`src/rtl/seg7_scan_driver.sv`:
```
// Four-digit common-anode 7-segment scan controller with guard interval,
// frame-synchronous value update and optional leading-zero blanking.
//
// state    | meaning
// ST_GUARD | leading cycles of a slot, all anodes off to suppress ghosting
// ST_DRIVE | remainder of the slot, anode idx on and its nibble on bcd
module seg7_scan_driver #(
    parameter int DIV   = 1000,
    parameter int GUARD = 16
) (
    input  logic        clk,
    input  logic        rst_n,
    input  logic        load,
    input  logic [15:0] value_in,
    input  logic        lz_blank_en,
    output logic [3:0]  bcd,
    output logic [3:0]  an_n,
    output logic        frame_tick
);

    localparam int CW = $clog2(DIV);
    localparam logic [CW-1:0] CNT_LAST  = CW'(DIV - 1);
    localparam logic [CW-1:0] CNT_GUARD = CW'(GUARD);
    localparam logic [3:0]    BLANK     = 4'hC;

    typedef enum logic {ST_GUARD, ST_DRIVE} state_t;

    state_t      state;
    logic [CW-1:0] cnt;
    logic [CW-1:0] cnt_inc;
    logic [1:0]  idx;
    logic [15:0] disp_reg;
    logic [15:0] pend_reg;
    logic        pend_valid;
    logic        lz_q;
    logic        wrap;
    logic        frame_end;
    logic [3:0]  nib;
    logic        blank;

    always_comb begin
        cnt_inc   = cnt + 1'b1;
        wrap      = (cnt == CNT_LAST);
        frame_end = wrap && (idx == 2'd3);
        nib       = 4'h0;
        blank     = 1'b0;
        // A digit is blanked only when it and every digit above it are zero.
        case (idx)
            2'd0: nib = disp_reg[3:0];
            2'd1: begin
                nib   = disp_reg[7:4];
                blank = lz_q && (disp_reg[15:4] == 12'h000);
            end
            2'd2: begin
                nib   = disp_reg[11:8];
                blank = lz_q && (disp_reg[15:8] == 8'h00);
            end
            default: begin
                nib   = disp_reg[15:12];
                blank = lz_q && (disp_reg[15:12] == 4'h0);
            end
        endcase
    end

    always_ff @(posedge clk or negedge rst_n) begin
        if (!rst_n) begin
            cnt        <= '0;
            idx        <= 2'd0;
            state      <= ST_GUARD;
            disp_reg   <= 16'h0000;
            pend_reg   <= 16'h0000;
            pend_valid <= 1'b0;
            lz_q       <= 1'b0;
            an_n       <= 4'b1111;
            bcd        <= BLANK;
            frame_tick <= 1'b0;
        end else begin
            cnt <= wrap ? '0 : cnt_inc;
            if (wrap) begin
                idx   <= idx + 2'd1;
                state <= ST_GUARD;
            end else if (cnt_inc == CNT_GUARD) begin
                state <= ST_DRIVE;
            end

            if (cnt == '0) begin
                lz_q <= lz_blank_en;
            end

            // Outputs trail (cnt, idx, state) by one cycle.
            if (state == ST_DRIVE) begin
                an_n <= ~(4'b0001 << idx);
                bcd  <= blank ? BLANK : nib;
            end else begin
                an_n <= 4'b1111;
                bcd  <= BLANK;
            end
            frame_tick <= frame_end;

            // The boundary copy sees the old pending value; a coincident load lands next frame.
            if (frame_end && pend_valid) begin
                disp_reg   <= pend_reg;
                pend_valid <= 1'b0;
            end
            if (load) begin
                pend_reg   <= value_in;
                pend_valid <= 1'b1;
            end
        end
    end

endmodule

```
`config.mk`:
```
export PLATFORM = sky130hd
export DESIGN_NAME = seg7_scan_driver
export DESIGN_NICKNAME = d
export VERILOG_FILES = /design/src/rtl/seg7_scan_driver.sv
export SDC_FILE = /design/constraint.sdc
export NUM_CORES = 1
export LEC_CHECK = 0
export BUFFER_PORTS_ARGS = -buffer_cell sky130_fd_sc_hd__buf_2
export CAP_MARGIN = 20
export CORE_ASPECT_RATIO = 2
export CORE_MARGIN = 2
export CORE_UTILIZATION = 30
export DETAILED_ROUTE_END_ITERATION = 8
export GPL_TIMING_DRIVEN = 1
export PLACE_DENSITY = 0.44
export RECOVER_POWER = 50
export SLEW_MARGIN = 20
export SYNTH_ARGS = -nofsm -noshare
export SYNTH_HDL_FRONTEND = slang
export SYNTH_SLANG_ARGS = --single-unit
```
`constraint.sdc`:
```
create_clock -name clk -period 5 [get_ports clk]
set_input_delay 1.5 -clock clk [delete_from_list [all_inputs] [get_ports clk]]
set_output_delay 1.5 -clock clk [all_outputs]
set_load 0.01 [all_outputs]
```
==> results <==
- The number of iterations in the first detailed-routing pass is 5.
- The final reports fail on max-capacitance violations, max-slew violations.
- The synthesized net count is 229.
- Global routing used 11.9% of the available tracks across all layers.
- The number of buffers added on ports is 28.
- For the pin with the worst max-slew slack, the measured transition is 1.82 ns.
- The total of endpoints with negative setup slack in the final report is 0.
- Yosys printed 0 warnings.
- The library cell used most frequently in the layout, excluding fill and tap cells, is sky130_fd_sc_hd__dfrtp_1.
- The number of setup buffers added after CTS is 0.
- The worst-case IR drop observed on VDD is 0.220 mV.
- The die area is around 9300 µm².
- The slowest cell on the critical path is sky130_fd_sc_hd__nor4_1.
- The cell sitting at the root of the clock tree is a sky130_fd_sc_hd__clkbuf_16.
- The worst relative slew slack is -21.3%.
- STA puts the critical path data required time at 5.18 ns.
- The clock net in this run drives a total of 56 sinks.
- The number of I/O pins is 29.
- The area growth from synthesis to layout is 13.5%.
- The clock transition at the registers of the reported paths is 0.07 ns.
- Yosys attributes the largest share of cell area to sky130_fd_sc_hd__dfrtp_1 (49%), sky130_fd_sc_hd__mux2_2 (10%), sky130_fd_sc_hd__dfstp_2 (6.2%).
- The region available for standard cell placement spans 8290 µm².
- The largest family of logic cells by synthesized area is multiplexers.
- The analysis attributes to cell leakage a power of ~1.3 nW.
- The CTS tree is built.
- The horizontal extent of the die is 69.4 µm.
- The global routing stage identified its most utilized layer as met2.
- The placed wire-length estimate is approximately 3900 µm.
- The synthesized netlist cell count is 202.
- The multiplexer fraction of the synthesized cell area is 16.4%.
- The average vias per placed instance is 4.93.
- The worst path uses 71.7% of the clock period.
- The worst clock skew on the final layout is 0.00301 ns.
- In the layout the commonest cells are sky130_fd_sc_hd__dfrtp_1 (50), sky130_fd_sc_hd__buf_2 (26), sky130_fd_sc_hd__mux2_2 (23).
- The synthesized netlist devotes 11.0% of its cell area to simple gates.
- Of the total synthesized cell area, the portion taken by full adders, half adders and majority gates is roughly 3.4%.
- The path depth of the worst reg2reg path is 5.
- The reported max-cap violation count is 2.
- The critical path endpoint category is a flop.
- Averaged over all synthesized cells, the footprint is 12.7 µm².
- The number of nets in the final layout is 255.
- The post-detailed-route DRC marker count is 0.
- The number of antenna cells inserted is 0.
- The critical setup path kind is flop to flop.
- The later-pin clock latency in the skew report is 0.29 ns.
- The dominant cell type by area after synthesis is sky130_fd_sc_hd__dfrtp_1.
- Summing the sequential cell areas from Yosys gives between 50% and 60% of the chip area.
- For this design, the CTS-stage hold fixing added 0 buffers.
- The synthesized flop and latch total is 56.
- Global routing consumed, on the met1 layer, 11.9% of the routing resources.
- The first global-routing pass estimated ~8600 µm of wire.
- The post-place instance area is 2770 µm².
- The detailed router finished its first iteration with just over 60 violations.
- For this configuration, the core starts out at a cell density of 30.9%.
- The area share of the largest cell type after synthesis is 48.8%.
- The buffer depth of the longest clock path is 2.
- The path category of the worst min-delay check is flop to flop.
- The met2 track demand over resource in global routing is 22.8%.
- The total congestion overflow after global routing is 0.
- The compound-cell area share of the yosys netlist is 7.81%.
- At the worst endpoint, the arrival time is 3.76 ns.
- The global routing usage on met3 is 2.61%.
- The cell row count is 47.
- Of the cells placed in the final design, the portion with a size suffix greater than 1 is 33.6%.
- The CTS buffer count is 5.
- In this run the vertical extent of the chip is 135 µm.
- The H-tree was split into 2 levels.
- Power spread over the standard cell area amounts to 309 nW/µm².
- After detailed routing, the total wire length is 5130 µm.
- The fmax is 279 MHz.
- The via count of the first global-routing pass is 1638.
- The type of element launching the critical path is a flop.
- For this run, the slowest stage of the critical path takes approximately 1.3 ns.
- Of all nets on the critical path, the largest fanout is 16.
- The number of instances resized during post-cts repair is 0.
- The flow ran to the end, but the final reports show violations.
- The overall power is 898 µW.
- The pin count of the biggest net entering global routing is 35.
- The final route contains around 1600 vias.
- The post-layout minimum cycle time is 3.58 ns.
- The post-synthesis instance area is about 2600 µm².
- In this run, distinct cell masters in the synthesized netlist total 43.
- Setup repair after global routing left no endpoint under its margin.
- After routing the design area is 2910 µm².
- The setup TNS is 0 ns.
- At the end of routability-driven placement, the weighted congestion stood at 0.724.
- The initial antenna violation count is 0.
- The max-slew violation total from the final report is 36.
- The detail route stage leaves a number of antenna-violating nets equal to 0.
- Along the worst hold path, the cell count comes to 1.
- The xor and xnor area share after synthesis is about 2.7%.
- In the final routed layout, each cell accounts on average for ~16 µm.
- The final hold violation count is 0.
- Walking the worst path, the cells encountered are ha_1 > nand2_1 > nor4_1 > and3_1 > mux2_2.
[area by class of cell]
class	instances	area, µm²
fillers	843	5380
flip-flops and latches	56	1410
multi-input cells	129	1040
repair buffers	29	145
clock buffers	6	129
well taps	98	123
clock inverters	2	35.0
inverters	7	26.3
[routing by layer]
metal / wire length, µm / share of wire, %
met2: 3010 / 59
met4: 172 / 3.4
met5: 0 / 0
met1: 1820 / 35
met3: 133 / 2.6
[critical path: cells and delay by family, from the launching register on]
kind	cells	cell delay (ns)
fa+ha+maj	1	0.29
flops	1	0.42
mux	1	0.41
simple gates	3	2.34
[per-stage QoR]
stage                     std cells  utilization [%]  setup slack, ns  hold slack [ns]
after floorplan                 202                -             2.39            0.442
after global placement          319             33.3             2.21            0.479
after detailed placement        319             33.3             2.14            0.478
after CTS                       327             35.3             2.12            0.495
after global routing            327             35.1             1.04            0.511
final                           327             35.1             1.42            0.484
[report_power, final]
group / internal [mW] / switching [mW] / total [mW]
registers: 0.466 / 0.00696 / 0.473
clock network: 0.236 / 0.156 / 0.392
logic: 0.0174 / 0.0155 / 0.0329
total: 0.720 / 0.178 / 0.898
[worst paths after layout]
check,to,slack [ns],from
setup reg to reg,disp_reg[15],1.42,cnt[0]
min in group asynchronous,cnt[7],1.69,rst_n
setup / recovery,disp_reg[15],1.42,cnt[0]
hold reg to reg,pend_valid,0.48,pend_valid
hold / removal,pend_valid,0.48,pend_valid
max in group asynchronous,disp_reg[13],2.15,rst_n
[Yosys cell counts]
master / count
sky130_fd_sc_hd__nand4_1: 2
sky130_fd_sc_hd__nand3_1: 3
sky130_fd_sc_hd__and2_1: 1
sky130_fd_sc_hd__a211oi_1: 1
sky130_fd_sc_hd__and2b_2: 1
sky130_fd_sc_hd__a21oi_1: 7
sky130_fd_sc_hd__a32o_1: 1
sky130_fd_sc_hd__mux2i_1: 1
sky130_fd_sc_hd__dfrtp_1: 50
sky130_fd_sc_hd__dfstp_2: 6
sky130_fd_sc_hd__nand2_1: 16
sky130_fd_sc_hd__buf_4: 1
sky130_fd_sc_hd__buf_6: 1
sky130_fd_sc_hd__nand2_2: 1
sky130_fd_sc_hd__buf_1: 1
sky130_fd_sc_hd__mux2_4: 10
sky130_fd_sc_hd__nor4_1: 2
sky130_fd_sc_hd__nor4_4: 1
sky130_fd_sc_hd__or3_2: 2
sky130_fd_sc_hd__or4_1: 1
sky130_fd_sc_hd__o21ai_0: 6
sky130_fd_sc_hd__nand2b_1: 2
sky130_fd_sc_hd__o21a_1: 1
sky130_fd_sc_hd__and3_1: 1
sky130_fd_sc_hd__nor2_1: 7
sky130_fd_sc_hd__a222oi_1: 4
sky130_fd_sc_hd__xor2_1: 1
sky130_fd_sc_hd__a21o_1: 2
sky130_fd_sc_hd__clkbuf_1: 4
sky130_fd_sc_hd__and3b_1: 1
sky130_fd_sc_hd__o211ai_1: 4
sky130_fd_sc_hd__o31ai_1: 1
sky130_fd_sc_hd__nand4b_1: 2
sky130_fd_sc_hd__inv_1: 7
sky130_fd_sc_hd__ha_1: 7
sky130_fd_sc_hd__xnor2_1: 7
sky130_fd_sc_hd__a311oi_1: 2
sky130_fd_sc_hd__mux2_2: 23
sky130_fd_sc_hd__nor3_1: 5
sky130_fd_sc_hd__nand3b_1: 2
sky130_fd_sc_hd__or2_2: 1
sky130_fd_sc_hd__buf_12: 1
sky130_fd_sc_hd__buf_2: 2
[logic make-up after synthesis]
family	count (synthesis)
mux	34
buf+inv	17
flops	56
simple gates	51
xor+xnor	8
compound gates	29
fa+ha+maj	7
(Power assumes the default switching activity.)
